### src/rtl/alu_seq.sv
// Operand/writeback sequencer wrapped around the 4-bit combinational alu.
// Optional macro ALU_SEQ_COND_EN: cond-bit instructions are skipped while flags.Z is clear.
module alu_seq #(
    parameter  int RF_AW = 2,
    localparam int IW    = 10 + 2*RF_AW
) (
    input  logic             clk,
    input  logic             rst,
    input  logic             in_valid,
    input  logic [IW-1:0]    in_instr,
    output logic             in_ready,
    output logic [3:0]       alu_a,
    output logic [3:0]       alu_b,
    output logic [3:0]       alu_sel,
    input  logic [3:0]       alu_out,
    input  logic             alu_c,
    input  logic             alu_z,
    input  logic             alu_v,
    output logic             done,
    output logic [3:0]       result,
    output logic [2:0]       flags,
    input  logic [RF_AW-1:0] dbg_addr,
    output logic [3:0]       dbg_data
);

    localparam int NREG = 2**RF_AW;

    typedef struct packed {
        logic             cond;
        logic             use_imm;
        logic [3:0]       op;
        logic [RF_AW-1:0] rd;
        logic [RF_AW-1:0] ra;
        logic [3:0]       imm;
    } instr_t;

    typedef enum logic [1:0] {IDLE, READ, EXEC, WB} state_t;

    state_t     state_q, state_d;
    instr_t     ir_q, ir_d;
    logic [3:0] a_q, a_d;
    logic [3:0] b_q, b_d;
    logic [3:0] sel_q, sel_d;
    logic [3:0] res_q, res_d;
    logic [2:0] pfl_q, pfl_d;
    logic [2:0] fl_q, fl_d;
    logic       done_q, done_d;
    logic       skip_q, skip_d;
    logic       rf_we;
    logic [3:0] rf_q [NREG];

    logic [RF_AW-1:0] rb;
    logic             skip_now;

    assign rb = ir_q.imm[RF_AW-1:0];

`ifdef ALU_SEQ_COND_EN
    // flags are {C,V,Z}; the skip decision uses Z as it stands at the READ edge
    assign skip_now = ir_q.cond & ~fl_q[0];
`else
    logic unused_cond;
    assign unused_cond = ir_q.cond;
    assign skip_now    = 1'b0;
`endif

    always_comb begin
        state_d = state_q;
        ir_d    = ir_q;
        a_d     = a_q;
        b_d     = b_q;
        sel_d   = sel_q;
        res_d   = res_q;
        pfl_d   = pfl_q;
        fl_d    = fl_q;
        skip_d  = skip_q;
        done_d  = 1'b0;
        rf_we   = 1'b0;
        case (state_q)
            IDLE: begin
                if (in_valid) begin
                    ir_d    = instr_t'(in_instr);
                    state_d = READ;
                end
            end
            READ: begin
                a_d     = rf_q[ir_q.ra];
                b_d     = ir_q.use_imm ? ir_q.imm : rf_q[rb];
                sel_d   = ir_q.op;
                skip_d  = skip_now;
                state_d = EXEC;
            end
            EXEC: begin
                if (!skip_q) begin
                    res_d = alu_out;
                    pfl_d = {alu_c, alu_v, alu_z};
                end
                state_d = WB;
            end
            WB: begin
                if (!skip_q) begin
                    rf_we = 1'b1;
                    fl_d  = pfl_q;
                end
                done_d  = 1'b1;
                state_d = IDLE;
            end
            default: state_d = IDLE;
        endcase
    end

    always_ff @(posedge clk or posedge rst) begin
        if (rst) begin
            state_q <= IDLE;
            ir_q    <= '0;
            a_q     <= '0;
            b_q     <= '0;
            sel_q   <= '0;
            res_q   <= '0;
            pfl_q   <= '0;
            fl_q    <= '0;
            skip_q  <= 1'b0;
            done_q  <= 1'b0;
        end else begin
            state_q <= state_d;
            ir_q    <= ir_d;
            a_q     <= a_d;
            b_q     <= b_d;
            sel_q   <= sel_d;
            res_q   <= res_d;
            pfl_q   <= pfl_d;
            fl_q    <= fl_d;
            skip_q  <= skip_d;
            done_q  <= done_d;
        end
    end

    // The only write port: WB stores the result captured in EXEC
    always_ff @(posedge clk or posedge rst) begin
        if (rst) begin
            for (int i = 0; i < NREG; i++) rf_q[i] <= '0;
        end else if (rf_we) begin
            rf_q[ir_q.rd] <= res_q;
        end
    end

    assign in_ready = (state_q == IDLE);
    assign alu_a    = a_q;
    assign alu_b    = b_q;
    assign alu_sel  = sel_q;
    assign done     = done_q;
    assign result   = res_q;
    assign flags    = fl_q;
    assign dbg_data = rf_q[dbg_addr];

endmodule

### config.mk
export PLATFORM = sky130hd
export DESIGN_NAME = alu_seq
export DESIGN_NICKNAME = d
export VERILOG_FILES = /design/src/rtl/alu_seq.sv
export SDC_FILE = /design/constraint.sdc
export NUM_CORES = 1
export LEC_CHECK = 0
export CORE_UTILIZATION = 45
export DETAILED_ROUTE_END_ITERATION = 12
export PLACE_DENSITY = 0.72
export SETUP_SLACK_MARGIN = 0.3
export SLEW_MARGIN = 15
export SYNTH_ARGS = -nofsm -noshare
export SYNTH_HDL_FRONTEND = slang
export SYNTH_SLANG_ARGS = --single-unit
### constraint.sdc
create_clock -name clk -period 5.2 [get_ports clk]
set_input_delay 1.04 -clock clk [delete_from_list [all_inputs] [get_ports clk]]
set_output_delay 1.04 -clock clk [all_outputs]
set_load 0.02 [all_outputs]
Word-level counts from Yosys, hierarchy flattened
Index checks and enable logic that the tools add are counted.

word-level totals
  output and inout port bits = 25
  bits of input ports = 26
  word-level logic and storage cells = 49
  bits in registers = 54

operators by class
  multiplexer cells = 16
  order comparisons = 5
  reductions and logical operators = 3
  bitwise gates (word level) = 4
  equality and inequality tests = 4

operators with widths
  cell                                                         count
  2-to-1 mux 4 bit                                             8
  binary-select mux 4 bit (select 2 bit)                       3
  bitwise mux 16 bit                                           1
  greater-or-equal comparator 3 bit (second input constant)    4
  inverter 2 -> 3 bit                                          4
  demux 4 bit (select 2 bit)                                   1
  one-hot mux 2 bit (4 select lines)                           1
  == test 2 bit (second input constant)                        2
  less-than comparator 3 x 1 -> 1 bit (second input constant)  1
  == test 2 x 1 -> 1 bit (second input constant)               1
  logical NOT 2 bit                                            1
  2-to-1 mux 2 bit                                             1
  != test 2 bit (second input constant)                        1
  AND reduction 2 bit                                          1
  logical AND 1 bit                                            1
  2-to-1 mux 1 bit                                             1

Logic depth before layout (Yosys ltp)
Gate-level depths: netlist (run 1).

  depth in word-level cells = 6
  depth in mapped cells = 6
  depth with buffers taken out = 5

Least setup slack after synthesis (run 1)
No wires, ideal clock.

  kind = input to output
  start = input dbg_addr[0]
  end = output dbg_data[0]
  path buffers = 0
  data required time = 4160 ps
  arrival time = 1586 ps
  stages = 1
  path slack = 2574 ps
  cell sequence = mux4_2

between the ends
  cells in the longest elaborated chain, start to end = 4

ends and longest elaborated chain
  item                                                 RTL line  source
  start: declaration                                   22        input logic [RF_AW-1:0] dbg_addr,
  inverter 2 -> 3 bit (implied by the code)            153       assign dbg_data = rf_q[dbg_addr];
  binary-select mux 4 bit (select 2 bit)               153
  2-to-1 mux 4 bit (implied by the code) (2 in a row)  153
  end: declaration                                     23        output logic [3:0] dbg_data

No other way between the ends. The select of a mux whose other input is x is not followed.

Worst setup path after layout (run 1)
  start = input dbg_addr[0]
  end = output dbg_data[3]

The elaborated chain is that of the path after synthesis.

==> results of run 1 <==
==> final timing paths <==
check | startpoint | end | depth (start not counted)
max in group asynchronous | rst | alu_a[1] | 2
worst max register to register | state_q[0] | ir_q[5] | 4
min in group asynchronous | rst | pfl_q[2] | 2
worst min-delay path | ir_q[8] | alu_sel[0] | 1
worst min register to register | ir_q[8] | alu_sel[0] | 1
worst max-delay path | dbg_addr[0] | dbg_data[3] | 3
==> placed cells by master, fill, tap and decap left out <==
cell	n
dfrtp_1	54
mux2_2	49
clkdlybuf4s50_1	49
nor2_1	6
mux4_2	6
clkbuf_8	6
mux4_1	4
mux2i_1	4
ha_1	4
a21oi_1	3
inv_1	3
o21ai_0	3
nand3b_1	2
or3_1	2
a31oi_1	2
nand2_1	1
nand3_1	1
nor3b_2	1
clkinv_2	1
o31ai_1	1
bufinv_16	1
==> power breakdown <==
group	total [mW]	leakage [nW]	switching, mW	internal, mW
clock	0.281	0.0573	0.127	0.154
combinational	0.910	0.583	0.366	0.545
sequential	0.841	0.645	0.204	0.638
total	2.03	1.28	0.697	1.34
==> cell type report <==
cell class              instances  area, um^2  share of cell area
clock buffers                   6        82.6              0.0270
clock inverters                 1        30.0             0.00981
inverters                       4        16.3             0.00531
multi-input cells              89        1000               0.328
flip-flops and latches         54        1350               0.441
well taps                      70        87.6              0.0286
repair buffers                 49         490               0.160
==> worst max-delay path, cell delays in order <==
cell             delay, ns
clkdlybuf4s50_1       0.63
mux4_2                0.56
clkdlybuf4s50_1       0.56
==> metrics by stage <==
stage	power (mW)	setup WS (ns)	hold slack, ns	area (um^2)
2_1_floorplan	1.43	2.57	0.474	2420
4_1_cts	2.05	1.36	0.512	3060
5_1_grt	2.16	1.30	0.530	3060
6_report	2.03	1.38	0.509	3060
3_5_place_dp	1.77	1.37	0.489	2950
3_3_place_gp	1.71	1.38	0.481	2950
==> routing by layer <==
| layer | routed length (um) | track usage |
|---|---|---|
| met5 | 0 | 0 |
| met4 | 61 | 0.0679 |
| met3 | 160 | 0.0423 |
| met2 | 2240 | 0.265 |
| met1 | 2090 | 0.250 |
==> logic make-up (layout without fill, tap and decap cells) <==
logic type	count (synthesis)	after routing	share of synthesized area
multiplexers	63	63	0.343
flip-flops	54	54	0.557
AND/OR/NAND/NOR	13	13	0.0294
buffers and inverters	12	60	0.0289
AO/OA/AOI/OAI	9	9	0.0206
adder cells (fa/ha/maj)	4	4	0.0206
==> registers in the layout, summed over array words and instances (netlist names), 2 cells and up <==
register,flops
rf_q,16
alu_b,4
pfl_q,3
state_q,2
flags,3
ir_q,13
alu_a,4
result,4
alu_sel,4
==> results.json, run 1 <==
{
  "hp-class": "reg2reg",
  "core-area_mm2": 0.00514,
  "critPathCaptureType": "primary output",
  "drc": 0,
  "setup_tns_ns": 0,
  "crit_required_ns": 4.16,
  "drtIter0Drc": 91,
  "wl_per_cell_um": 16.7,
  "postCtsSetupBuffers": 0,
  "finalWirelength_um": 4550,
  "ctsResizeCount": 0,
  "grt_pass1_wl_um": 7210,
  "drv_cap": 0,
  "cts_inserted_buffers": 5,
  "first_pass_iters": 4,
  "gp_congestion": 0.756,
  "clock_latency_ns": 0.30,
  "final.fill_count": 419,
  "die_area_mm2": 0.00569,
  "overflow": 0,
  "yosys_warnings": 0,
  "cts.path.max_buffers": 2,
  "synthTopCellsByArea": "dfrtp_1 (56%), mux2_2 (23%), mux4_2 (5.6%)",
  "drive_gt1_frac": 0.315,
  "drv_slew": 0,
  "cp-start-kind": "input port",
  "p_leak_nw": 1.28,
  "dp_hpwl_um": 3320,
  "path_max_fanout": 4,
  "setup_viol_count_final": 0,
  "period_minus_slack_ns": 3.82,
  "synth_ff_type": "dfrtp_1",
  "row_count": 26,
  "cts_tree": "done",
  "postSynthCellCount": 155,
  "clk_pin_slew_ns": 0.09,
  "synth.most_common_cell": "dfrtp_1",
  "syn_area_mm2": 0.00242,
  "viasPerCell": 5.42,
  "hold_buffers": 0,
  "utilization": 0.596,
  "synth_commonest_cells": "dfrtp_1 (54), mux2_2 (49), mux4_2 (6), nor2_1 (6)",
  "cts_sinks": 54,
  "initial_utilization": 0.472,
  "instances_no_fill": 273,
  "synthArstFlopShare": 1.00,
  "p_per_area_mw_per_mm2": 664,
  "yosysTopAreaCell": "dfrtp_1",
  "worst_pin_slew_ns": 0.906,
  "yosysTopAreaCellShare": 0.557,
  "finClkSkew_ns": 0.00435,
  "yosysSeqAreaShare": 0.557,
  "antenna_found_initial": 0,
  "grt_pass1_vias": 1398,
  "clock.fmax_mhz": 262,
  "rrSetupSlack_ns": 3.48,
  "crit_type": "in2out",
  "rsz0062_at_grt": "false",
  "pin_count": 51,
  "ys_ff_latch": 54,
  "dieHeight_um": 75.4,
  "layout.nets": 233,
  "io_buffer_count": 49,
  "synth_cell_types": 21,
  "status": "finished, final reports clean",
  "synthToLayoutAreaGrowth_pct": 26.3,
  "irDropWorstVdd_mv": 0.282,
  "grt_max_degree": 55,
  "slew_headroom": 0.395,
  "place_inst": 266,
  "hold_viol_final": 0,
  "diodes": 0,
  "grt.total_usage": 0.176,
  "vias": 1480,
  "post-route-period-util": 0.735,
  "crit_arrival_ns": 2.78,
  "cts_root_buffer": "clkbuf_8",
  "synth_nets": 185,
  "synth_edf_count": 0,
  "antenna_left": 0,
  "die_x_um": 75.4,
  "htreeDepth": 2,
  "syn_avg_cell_area_um2": 15.6
}
No activity file was read; power rests on OpenSTA's default activity.
==> run 2: changes to the inputs <==
==> constraint.sdc (replaced) <==
create_clock -name clk -period 3.9 [get_ports clk]
set_input_delay 0.78 -clock clk [delete_from_list [all_inputs] [get_ports clk]]
set_output_delay 0.78 -clock clk [all_outputs]
set_load 0.02 [all_outputs]
==> run 2 against run 1 <==
Sequential power up 33%. Design area unchanged. Via count down 2.4%. Critical path depth unchanged. Flip-flop and latch count unchanged. Combinational power up 33%. Power up 33%. Global-route usage up 0.27 points. Critical endpoint unchanged. Largest power group unchanged. Highest routed layer unchanged.
==> results.json, run 2 (same netlist as run 1, synthesis figures left out) <==
{
  "cts_sinks": 54,
  "drv_slew": 0,
  "viasPerCell": 5.27,
  "cts_root_buffer": "clkbuf_8",
  "drv_cap": 0,
  "top_regs": "rf_q (16), ir_q (13)",
  "wl_per_cell_um": 16.8,
  "cts_inserted_buffers": 5,
  "hold_viol_final": 0,
  "core-area_mm2": 0.00514,
  "seqPwrFrac": 0.415,
  "pin_count": 51,
  "switching_share": 0.347,
  "row_count": 26,
  "antenna_left": 0,
  "final-seq-area_mm2": 0.00135,
  "final_common_cell": "dfrtp_1",
  "layout.nets": 233,
  "largest_reg_flops": 16,
  "use_met1": 0.236,
  "largest-register": "rf_q",
  "rrSetupSlack_ns": 2.17,
  "crit_type": "in2out",
  "critPathCaptureType": "primary output",
  "crit_required_ns": 3.12,
  "initial_utilization": 0.472,
  "grt_max_degree": 55,
  "dieHeight_um": 75.4,
  "vias": 1445,
  "htreeDepth": 2,
  "io_buffer_count": 49,
  "multi_input_area_mm2": 0.00100,
  "antenna_found_initial": 0,
  "p_per_area_mw_per_mm2": 885,
  "cts_tree": "done",
  "overflow": 0,
  "met3_usage": 0.0463,
  "clock_latency_ns": 0.31,
  "grt_pass1_wl_um": 7240,
  "dp_hpwl_um": 3380,
  "p_comb_frac": 0.447,
  "place_inst": 266,
  "hp-class": "reg2reg",
  "postCtsSetupBuffers": 0,
  "rsz0062_at_grt": "false",
  "worst_pin_slew_ns": 0.915,
  "first_pass_iters": 4,
  "drtIter0Drc": 55,
  "setup_tns_ns": 0,
  "diodes": 0,
  "grt.total_usage": 0.179,
  "slew_headroom": 0.390,
  "crit_arrival_ns": 2.53,
  "finalWirelength_um": 4610,
  "busiest_layer": "met2",
  "setup_viol_count_final": 0,
  "finClkSkew_ns": 0.00651,
  "drc": 0,
  "die_area_mm2": 0.00569,
  "layout.cells.most_common_list": "dfrtp_1 (54), mux2_2 (49), clkdlybuf4s50_1 (49)",
  "grt_util_met2": 0.283,
  "synthToLayoutAreaGrowth_pct": 26.3,
  "period_minus_slack_ns": 3.31,
  "irDropWorstVdd_mv": 0.455,
  "gp_congestion": 0.754,
  "cp-start-kind": "input port",
  "p_switching_uw": 940,
  "cts.path.max_buffers": 2,
  "p_int_mw": 1.77,
  "pwr-share-clk": 0.138,
  "die_x_um": 75.4,
  "hold_buffers": 0,
  "clock.fmax_mhz": 302,
  "instances_no_fill": 274,
  "drive_gt1_frac": 0.319,
  "status": "finished, final reports clean",
  "path_max_fanout": 4,
  "grt_pass1_vias": 1460,
  "ctsResizeCount": 0,
  "final.fill_count": 431,
  "p_leak_nw": 1.29,
  "post-route-period-util": 0.848,
  "clk_pin_slew_ns": 0.09
}
==> run 2: layout make-up <==
cell class              instances  share of cell area
clock inverters                 3              0.0143
flip-flops and latches         54               0.441
well taps                      70              0.0286
clock buffers                   5              0.0225
inverters                       4             0.00531
repair buffers                 49               0.160
multi-input cells              89               0.328
==> run 2: power groups by stage <==
stage | Combinational (mW) | Clock, mW | Sequential [mW]
2_1_floorplan | 0.760 | 0 | 1.15
3_3_place_gp | 1.18 | 0 | 1.10
3_5_place_dp | 1.22 | 0 | 1.13
4_1_cts | 1.23 | 0.387 | 1.12
5_1_grt | 1.30 | 0.408 | 1.17
6_report | 1.21 | 0.374 | 1.12
==> run 2: metal layers <==
metal,wire (um),part of all wire
met1,2080,0.45
met2,2270,0.49
met3,162,0.035
met4,87,0.019
met5,0,0
==> run 2: final timing paths <==
| check | startpoint | to | cells after the start |
|---|---|---|---|
| max | dbg_addr[0] | dbg_data[3] | 3 |
| min | ir_q[8] | ir_q[8] | 1 |
| max reg2reg | state_q[0] | ir_q[5] | 4 |
| min reg2reg | ir_q[8] | ir_q[8] | 1 |
| max in group asynchronous | rst | rf_q[10] | 2 |
| min in group asynchronous | rst | state_q[0] | 2 |
==> run 2: stage by stage <==
stage	util	worst slack [ns]	cell area [um^2]	hold slack [ns]	total power [mW]
2_1_floorplan	-	1.79	2420	0.474	1.91
3_3_place_gp	0.574	0.598	2950	0.481	2.29
3_5_place_dp	0.574	0.589	2950	0.492	2.36
4_1_cts	0.595	0.589	3060	0.514	2.74
5_1_grt	0.596	0.531	3060	0.538	2.87
6_report	0.596	0.594	3060	0.510	2.71
==> run 2: critical path, cell delays in order <==
cell	delay [ns]
clkdlybuf4s50_1	0.63
mux4_2	0.56
clkdlybuf4s50_1	0.55
